<file path="config.mk">
export PLATFORM = sky130hd
export DESIGN_NAME = eth_rx_frame_flt
export DESIGN_NICKNAME = d
export VERILOG_FILES = /design/src/rtl/eth_rx_frame_flt.sv
export SDC_FILE = /design/constraint.sdc
export NUM_CORES = 1
export LEC_CHECK = 0
export BUFFER_PORTS_ARGS = -buffer_cell sky130_fd_sc_hd__buf_4
export CELL_PAD_IN_SITES_DETAIL_PLACEMENT = 1
export CELL_PAD_IN_SITES_GLOBAL_PLACEMENT = 2
export CORE_ASPECT_RATIO = 0.5
export CORE_MARGIN = 4
export CORE_UTILIZATION = 30
export DETAILED_ROUTE_END_ITERATION = 12
export PLACE_DENSITY_LB_ADDON = 0.1
export SLEW_MARGIN = 20
export SYNTH_ARGS = -nofsm -noshare
export SYNTH_HDL_FRONTEND = slang
export SYNTH_SLANG_ARGS = --single-unit
</file>
<file path="constraint.sdc">
create_clock -name clk -period 3.5 [get_ports clk]
set_input_delay 0.875 -clock clk [delete_from_list [all_inputs] [get_ports clk]]
set_output_delay 0.875 -clock clk [all_outputs]
set_load 0.02 [all_outputs]
</file>
<file path="src/rtl/eth_rx_frame_flt.sv">
// GMII receive framer: strips preamble/SFD, packs bytes into 16-bit buffer words,
// filters on destination MAC and flags length/CRC/line errors.
module eth_rx_frame_flt #(
  parameter int unsigned AW     = 10,
  parameter int unsigned LW     = 11,
  parameter int unsigned MINLEN = 64,
  parameter int unsigned MAXLEN = 1518,
  parameter int unsigned PREMIN = 1
) (
  input  logic          clk,
  input  logic          clr,
  input  logic          rxena,
  input  logic [7:0]    datain,
  input  logic          rxdv,
  input  logic          rxer,
  input  logic [47:0]   mymac,
  input  logic          promisc,
  input  logic          allmulti,
  input  logic [31:0]   crc,
  input  logic          rxdone,
  output logic [LW-1:0] rxcntb,
  output logic [AW-1:0] rxbaddr,
  output logic [15:0]   rxbdata,
  output logic          rxwrn,
  output logic          rxrdy,
  output logic          crcen,
  output logic          crcre,
  output logic          err_gen,
  output logic          err_crc,
  output logic          err_len
);

  localparam logic [2:0] S_IDLE   = 3'd0;
  localparam logic [2:0] S_PRE    = 3'd1;
  localparam logic [2:0] S_DATA   = 3'd2;
  localparam logic [2:0] S_FLUSH  = 3'd3;
  localparam logic [2:0] S_CHECK  = 3'd4;
  localparam logic [2:0] S_FINISH = 3'd5;
  localparam logic [2:0] S_DROP   = 3'd6;

  localparam logic [31:0] CRC_RESIDUE = 32'hC704DD7B;

  logic [2:0]    state_q, state_d;
  logic [2:0]    pre_cnt_q, pre_cnt_d;
  logic          phase_q, phase_d;
  logic [7:0]    lat_q, lat_d;
  logic          uc_ok_q, uc_ok_d;
  logic          bc_ok_q, bc_ok_d;
  logic          mc_q, mc_d;
  logic          wr_any_q, wr_any_d;
  logic [LW-1:0] rxcntb_q, rxcntb_d;
  logic [AW-1:0] rxbaddr_q, rxbaddr_d;
  logic [15:0]   rxbdata_q, rxbdata_d;
  logic          rxwrn_q, rxwrn_d;
  logic          rxrdy_q, rxrdy_d;
  logic          crcen_q, crcen_d;
  logic          crcre_q, crcre_d;
  logic          err_gen_q, err_gen_d;
  logic          err_crc_q, err_crc_d;
  logic          err_len_q, err_len_d;

  logic [7:0]    mac_byte;
  logic [LW-1:0] cnt_inc;
  logic          at_max;
  logic          addr_full;
  logic          filt_fail;

  always_comb begin
    case (rxcntb_q[2:0])
      3'd0:    mac_byte = mymac[47:40];
      3'd1:    mac_byte = mymac[39:32];
      3'd2:    mac_byte = mymac[31:24];
      3'd3:    mac_byte = mymac[23:16];
      3'd4:    mac_byte = mymac[15:8];
      default: mac_byte = mymac[7:0];
    endcase
  end

  assign cnt_inc   = (rxcntb_q == '1) ? rxcntb_q : rxcntb_q + LW'(1);
  assign at_max    = rxcntb_q >= LW'(MAXLEN);
  // rxbaddr starts at all-ones so the first write lands at 0; only a later all-ones means full
  assign addr_full = wr_any_q && (rxbaddr_q == '1);

  always_comb begin
    state_d   = state_q;
    pre_cnt_d = pre_cnt_q;
    phase_d   = phase_q;
    lat_d     = lat_q;
    uc_ok_d   = uc_ok_q;
    bc_ok_d   = bc_ok_q;
    mc_d      = mc_q;
    wr_any_d  = wr_any_q;
    rxcntb_d  = rxcntb_q;
    rxbaddr_d = rxbaddr_q;
    rxbdata_d = rxbdata_q;
    rxwrn_d   = 1'b0;
    rxrdy_d   = rxrdy_q;
    crcen_d   = 1'b0;
    crcre_d   = crcre_q;
    err_gen_d = err_gen_q;
    err_crc_d = err_crc_q;
    err_len_d = err_len_q;
    filt_fail = 1'b0;

    case (state_q)
      S_IDLE: begin
        crcre_d   = 1'b1;
        rxcntb_d  = '0;
        rxbaddr_d = '1;
        phase_d   = 1'b0;
        wr_any_d  = 1'b0;
        rxrdy_d   = 1'b0;
        if (rxena && rxdv && datain == 8'h55) begin
          err_gen_d = 1'b0;
          err_crc_d = 1'b0;
          err_len_d = 1'b0;
          pre_cnt_d = 3'd1;
          state_d   = S_PRE;
        end
      end
      S_PRE: begin
        if (rxer || !rxdv) begin
          err_gen_d = 1'b1;
          state_d   = S_IDLE;
        end else if (datain == 8'h55) begin
          pre_cnt_d = (pre_cnt_q == 3'd7) ? pre_cnt_q : pre_cnt_q + 3'd1;
        end else if (datain == 8'hD5 && pre_cnt_q >= 3'(PREMIN)) begin
          crcre_d = 1'b0;
          state_d = S_DATA;
        end else begin
          err_gen_d = 1'b1;
          state_d   = S_IDLE;
        end
      end
      S_DATA: begin
        crcre_d = 1'b0;
        if (rxer) begin
          err_gen_d = 1'b1;
          state_d   = S_IDLE;
        end else if (!rxdv) begin
          state_d = (rxcntb_q < LW'(6)) ? S_DROP : S_FLUSH;
        end else begin
          crcen_d  = 1'b1;
          rxcntb_d = cnt_inc;
          if (at_max) err_len_d = 1'b1;
          if (rxcntb_q < LW'(6)) begin
            uc_ok_d = ((rxcntb_q == '0) || uc_ok_q) && (datain == mac_byte);
            bc_ok_d = ((rxcntb_q == '0) || bc_ok_q) && (datain == 8'hFF);
            if (rxcntb_q == '0) mc_d = datain[0];
            filt_fail = (rxcntb_q == LW'(5)) &&
                        !(promisc || uc_ok_d || bc_ok_d || (allmulti && mc_q));
          end
          if (filt_fail) begin
            state_d = S_DROP;
          end else if (!phase_q) begin
            lat_d   = datain;
            phase_d = 1'b1;
          end else begin
            phase_d = 1'b0;
            if (at_max || addr_full) begin
              err_len_d = 1'b1;
            end else begin
              rxbdata_d = {lat_q, datain};
              rxbaddr_d = rxbaddr_q + AW'(1);
              rxwrn_d   = 1'b1;
              wr_any_d  = 1'b1;
            end
          end
        end
      end
      S_FLUSH: begin
        if (phase_q) begin
          if (rxcntb_q > LW'(MAXLEN) || addr_full) begin
            err_len_d = 1'b1;
          end else begin
            rxbdata_d = {lat_q, 8'h00};
            rxbaddr_d = rxbaddr_q + AW'(1);
            rxwrn_d   = 1'b1;
            wr_any_d  = 1'b1;
          end
        end
        phase_d = 1'b0;
        state_d = S_CHECK;
      end
      S_CHECK: begin
        if (crc != CRC_RESIDUE) err_crc_d = 1'b1;
        if (rxcntb_q < LW'(MINLEN)) err_len_d = 1'b1;
        rxcntb_d = (rxcntb_q >= LW'(4)) ? rxcntb_q - LW'(4) : '0;
        state_d  = S_FINISH;
      end
      S_FINISH: begin
        rxrdy_d = 1'b1;
        if (rxdone && rxrdy_q) begin
          rxrdy_d = 1'b0;
          state_d = S_IDLE;
        end
      end
      S_DROP: begin
        if (!rxdv) state_d = S_IDLE;
      end
      default: state_d = S_IDLE;
    endcase
  end

  always_ff @(negedge clk or posedge clr) begin
    if (clr) begin
      state_q   <= S_IDLE;
      pre_cnt_q <= '0;
      phase_q   <= 1'b0;
      lat_q     <= '0;
      uc_ok_q   <= 1'b0;
      bc_ok_q   <= 1'b0;
      mc_q      <= 1'b0;
      wr_any_q  <= 1'b0;
      rxcntb_q  <= '0;
      rxbaddr_q <= '1;
      rxbdata_q <= '0;
      rxwrn_q   <= 1'b0;
      rxrdy_q   <= 1'b0;
      crcen_q   <= 1'b0;
      crcre_q   <= 1'b1;
      err_gen_q <= 1'b0;
      err_crc_q <= 1'b0;
      err_len_q <= 1'b0;
    end else begin
      state_q   <= state_d;
      pre_cnt_q <= pre_cnt_d;
      phase_q   <= phase_d;
      lat_q     <= lat_d;
      uc_ok_q   <= uc_ok_d;
      bc_ok_q   <= bc_ok_d;
      mc_q      <= mc_d;
      wr_any_q  <= wr_any_d;
      rxcntb_q  <= rxcntb_d;
      rxbaddr_q <= rxbaddr_d;
      rxbdata_q <= rxbdata_d;
      rxwrn_q   <= rxwrn_d;
      rxrdy_q   <= rxrdy_d;
      crcen_q   <= crcen_d;
      crcre_q   <= crcre_d;
      err_gen_q <= err_gen_d;
      err_crc_q <= err_crc_d;
      err_len_q <= err_len_d;
    end
  end

  assign rxcntb  = rxcntb_q;
  assign rxbaddr = rxbaddr_q;
  assign rxbdata = rxbdata_q;
  assign rxwrn   = rxwrn_q;
  assign rxrdy   = rxrdy_q;
  assign crcen   = crcen_q;
  assign crcre   = crcre_q;
  assign err_gen = err_gen_q;
  assign err_crc = err_crc_q;
  assign err_len = err_len_q;

endmodule

</file>
== Word level (Yosys, flattened, before mapping) ==
Index checks and enable logic that the tools add are counted.
Cells by class
  $add $sub $neg: 4
  magnitude comparators: 6
  equal/unequal tests: 42
  multiplexer cells: 89
  bitwise gates (word level): 3
  reductions and logical operators: 45
Operators by type and width (number)
  $mux 16: 7
  $mux 10: 7
  $mux 1: 44
  $mux 11: 4
  $ne 2x2->1 const B: 20
  $pmux 8 s5: 1
  $mux 3: 12
  $pmux 11 s3: 1
  $ne 32x32->1 const B: 1
  $pmux 16 s2: 1
  $pmux 10 s3: 1
  $reduce_and 5->1: 5
  $pmux 3 s7: 1
  $eq 8x8->1 const B: 2
  $reduce_and 4->1: 4
  $reduce_and 8->1: 2
  $eq 3x3->1 const B: 5
  $eq 3x2->1 const B: 4
  $add 11x1->11 const B: 1
  $eq 11x11->1 const B: 1
  $eq 11x3->1 const B: 1
  $ge 11x11->1 const B: 1
  $ge 11x3->1 const B: 1
  $gt 11x11->1 const B: 1
  29 further kinds: 61
Word-level totals
  flip-flop bits (word level): 63
  bits of input ports: 96
  output and inout bits: 44
  logic and storage cells: 207

== Longest topological paths before layout ==
  word-level depth: 17
  depth in mapped cells: 15
  depth with buffers taken out: 10

==> metrics.md <==
| Metric | Value |
|---|---|
| Status | finished with violations |
| Failing checks | negative setup slack |
| Slew @ Worst Pin | 0.9175 ns |
| Rows | 30 |
| Commonest register cell after synthesis | dfrtn_1 |
| IO Port Bufs | 139 |
| Fraction of layout cells with a size suffix above 1 | 51.12% |
| P_leak | 3.404 nW |
| Post-layout util | 53.45% |
| Setup ws final | -1.213 ns |
| Synth Area per Inst | 9.148 µm² |
| All-Layer GR Usage | about 22% |
| Max VDD drop | around 0.00023 V |
| Commonest non-fill, non-tap cell in the layout | buf_4 |
| Area Overhead vs Synth | 72.79% |
| Remaining DRCs | 0 |
| Startpoint types | input pin |
| Pre-CTS WS | -1.618 ns |
| Nets@finish | 820 |
| Routed Antenna Nets | 0 |
| H-tree depth | 3 |
| Core area | 13,660 µm² |
| Max incr delay on CP | 0.35 ns |
| Die W | 175.9 µm |
| Commonest cells after routing, fill and taps aside | buf_4, buf_6, dfrtn_1 |
| Distinct cells, synth | 67 |
| Crit-path cells | buf_4 > a222oi_1 > o21ai_1 > mux2_2 > a21oi_1 > nand4_1 > o21ai_2 > o21a_4 > buf_12 > mux2_2 |
| Starting Density | a little under a third |
| Slew margin rel. | 38.61% |
| Post-synth top area share | 30.79% |
| Die area | 16,170 µm² |
| Hold Slack | 0.4311 ns |
| Pins Over Slew Limit | 0 |
| R2R setup slack | -0.06 ns |
| CP Data Required Time | 1.94 ns |
| Top delay family on crit path | compound AO/OA/AOI/OAI gates |
| Total Power | around 3.6 mW |
| Drt via density | approximately 5.3 |
| DR iter-0 viols | 321 |
| Share of flip-flops with an asynchronous set or reset | 100.0% |
| Cell count after placement | about 840 |
| Yosys Warn Count | 0 |
| Clk Tree Root Cell | clkbuf_16 |
| Mapped Cells | 462 |
| CTS Sinks | 63 |
| Final number of setup-violating endpoints | 103 |
| GP Congestion | 0.7849 |
| Crit path buffers/inverters | 2 |
| First-pass GRT wire length | 27,900 µm |
| WS Path Type | in2reg |
| Area post-placement | 6008 µm² |
| HP Class | reg2reg |
| Detailed Route WL | roughly 18,000 µm |
| Cell Area, Synth | 4227 µm² |
| CTS buffer count | 9 |
| RSZ-0062 raised after global routing | true |
| Post-Layout Cell Count | 908 |
| Diode count | 0 |
| Initial antenna violation count | 0 |
| Worst-path fanout max | 8 |
| CP endpoint kind | flop |
| Clk_lat worst skew | about 0.4 ns |
| TritonCTS clock tree | done |
| Area leader, netlist | dfrtn_1 |
| Area contributors post-synth | dfrtn_1, dfstp_2, mux2_2 |
| Clock transition at the registers of the reported paths | about 0.050 ns |
| Top Ports | 140 |
| Crit path top cell by count | mux2_2 |
| Pwr dens | ~500 nW/µm² |
| Max Buffers Root-to-Sink | 2 |
| Layout fillers | 1,575 |
| Detailed placement HPWL | 12,480 µm |
| Syn nets | 571 |
| Post-route setup TNS | -53.48 ns |
| Total gr overflow | 0 |
| CTS Hold Buffers Added | 0 |
| Die height | 91.93 µm |
| CP arrival | about 3.2 ns |
| Vias in the first global route | 5,083 |
| TritonRoute pass-1 iters | 4 |
| Sequential area share after synthesis | 37.63% |
| Post-synth EDFFs | 0 |
| Worst path slowest cell | a222oi_1 |
| Final Hold Viols | 0 |
| DR vias | 4,838 |
| #FFs+latches synth | 63 |
| Max-Cap Viols | 0 |
| Largest net degree at the start of global routing | 38 |
| DR WL/cell | between 15 and 20 µm |
| Finished Cell Area | 7303 µm² |
| Worst Skew | 0.06592 ns |
worst reg2reg max path, stage by stage (launching register included):
cell and delay, ns:
dfrtn_1 0.47, buf_4 0.18, inv_1 0.08, ha_1 0.30
buf_4 0.20, a222oi_1 0.32, nor2_1 0.11, o31a_1 0.26
nor4_2 0.27, nand4_1 0.26, o21ai_2 0.27, o21a_4 0.22
buf_12 0.15, mux2_2 0.33
cell type report:
class | instances | area [µm²] | share of cell area [%]
Clock inverter | 17 | 87.58 | 1.199
Sequential cell | 63 | 1590 | 21.77
Tap cell | 192 | 240.2 | 3.289
Clock buffer | 10 | 250.2 | 3.426
Multi-Input combinational cell | 345 | 2768 | 37.90
Timing Repair Buffer | 256 | 2270 | 31.08
Inverter | 25 | 97.59 | 1.336
power breakdown:
part / total [mW] / switching, mW / internal (mW)
combinational: 1.72 / 0.905 / 0.813
sequential: 0.917 / 0.0980 / 0.819
clock: 0.952 / 0.407 / 0.546
worst paths after layout:
check                      cells past startpoint      start      endpoint
max                                           10  mymac[26]   rxbdata[15]
min in group asynchronous                      3        clr  pre_cnt_q[0]
min reg2reg                                    1    bc_ok_q       bc_ok_q
max reg2reg                                   13  rxcntb[0]   rxbdata[15]
min                                            1    bc_ok_q       bc_ok_q
max in group asynchronous                      3        clr         crcre
flip-flops by register name, indices dropped and copies added (netlist names):
signal / count
rxwrn: 1
rxbaddr: 10
uc_ok_q: 1
err_crc: 1
state_q: 3
pre_cnt_q: 3
crcre: 1
wr_any_q: 1
rxcntb: 11
rxbdata: 16
crcen: 1
bc_ok_q: 1
phase_q: 1
rxrdy: 1
err_gen: 1
lat_q: 8
mc_q: 1
err_len: 1
cell families (layout without fill, tap and decap cells):
logic type | count (synthesis) | in the layout | synth area share [%]
compound gates | 157 | 157 | 25.19
simple gates | 140 | 141 | 17.64
flops | 63 | 63 | 37.63
buf+inv | 55 | 308 | 6.305
mux | 32 | 32 | 8.970
fa+ha+maj | 13 | 13 | 3.849
xor+xnor | 2 | 2 | 0.4145
synthesized netlist by cell type, drive strengths merged (12+ instances only):
master,instances
a31oi,24
nand3,13
nand2,29
inv,26
o22ai,12
o21ai,26
a21oi,34
clkbuf,19
ha,13
mux2,26
nor2,33
dfrtn,52
repair_timing:
action / CTS / global route
resized for setup: 102 / 32
pin swaps: 34 / 15
gates cloned: 2 / 0
setup buffers: 34 / 11
setup endpoints to repair: 103 / 103
routing by layer:
metal	GRT usage [%]	vias up	part of all wire, %
li1	-	2266	-
met1	31.22	2400	48
met2	33.31	160	44
met3	5.643	12	6.7
met4	3.437	0	0.71
met5	0	-	0
No activity file was read; power rests on OpenSTA's default activity.
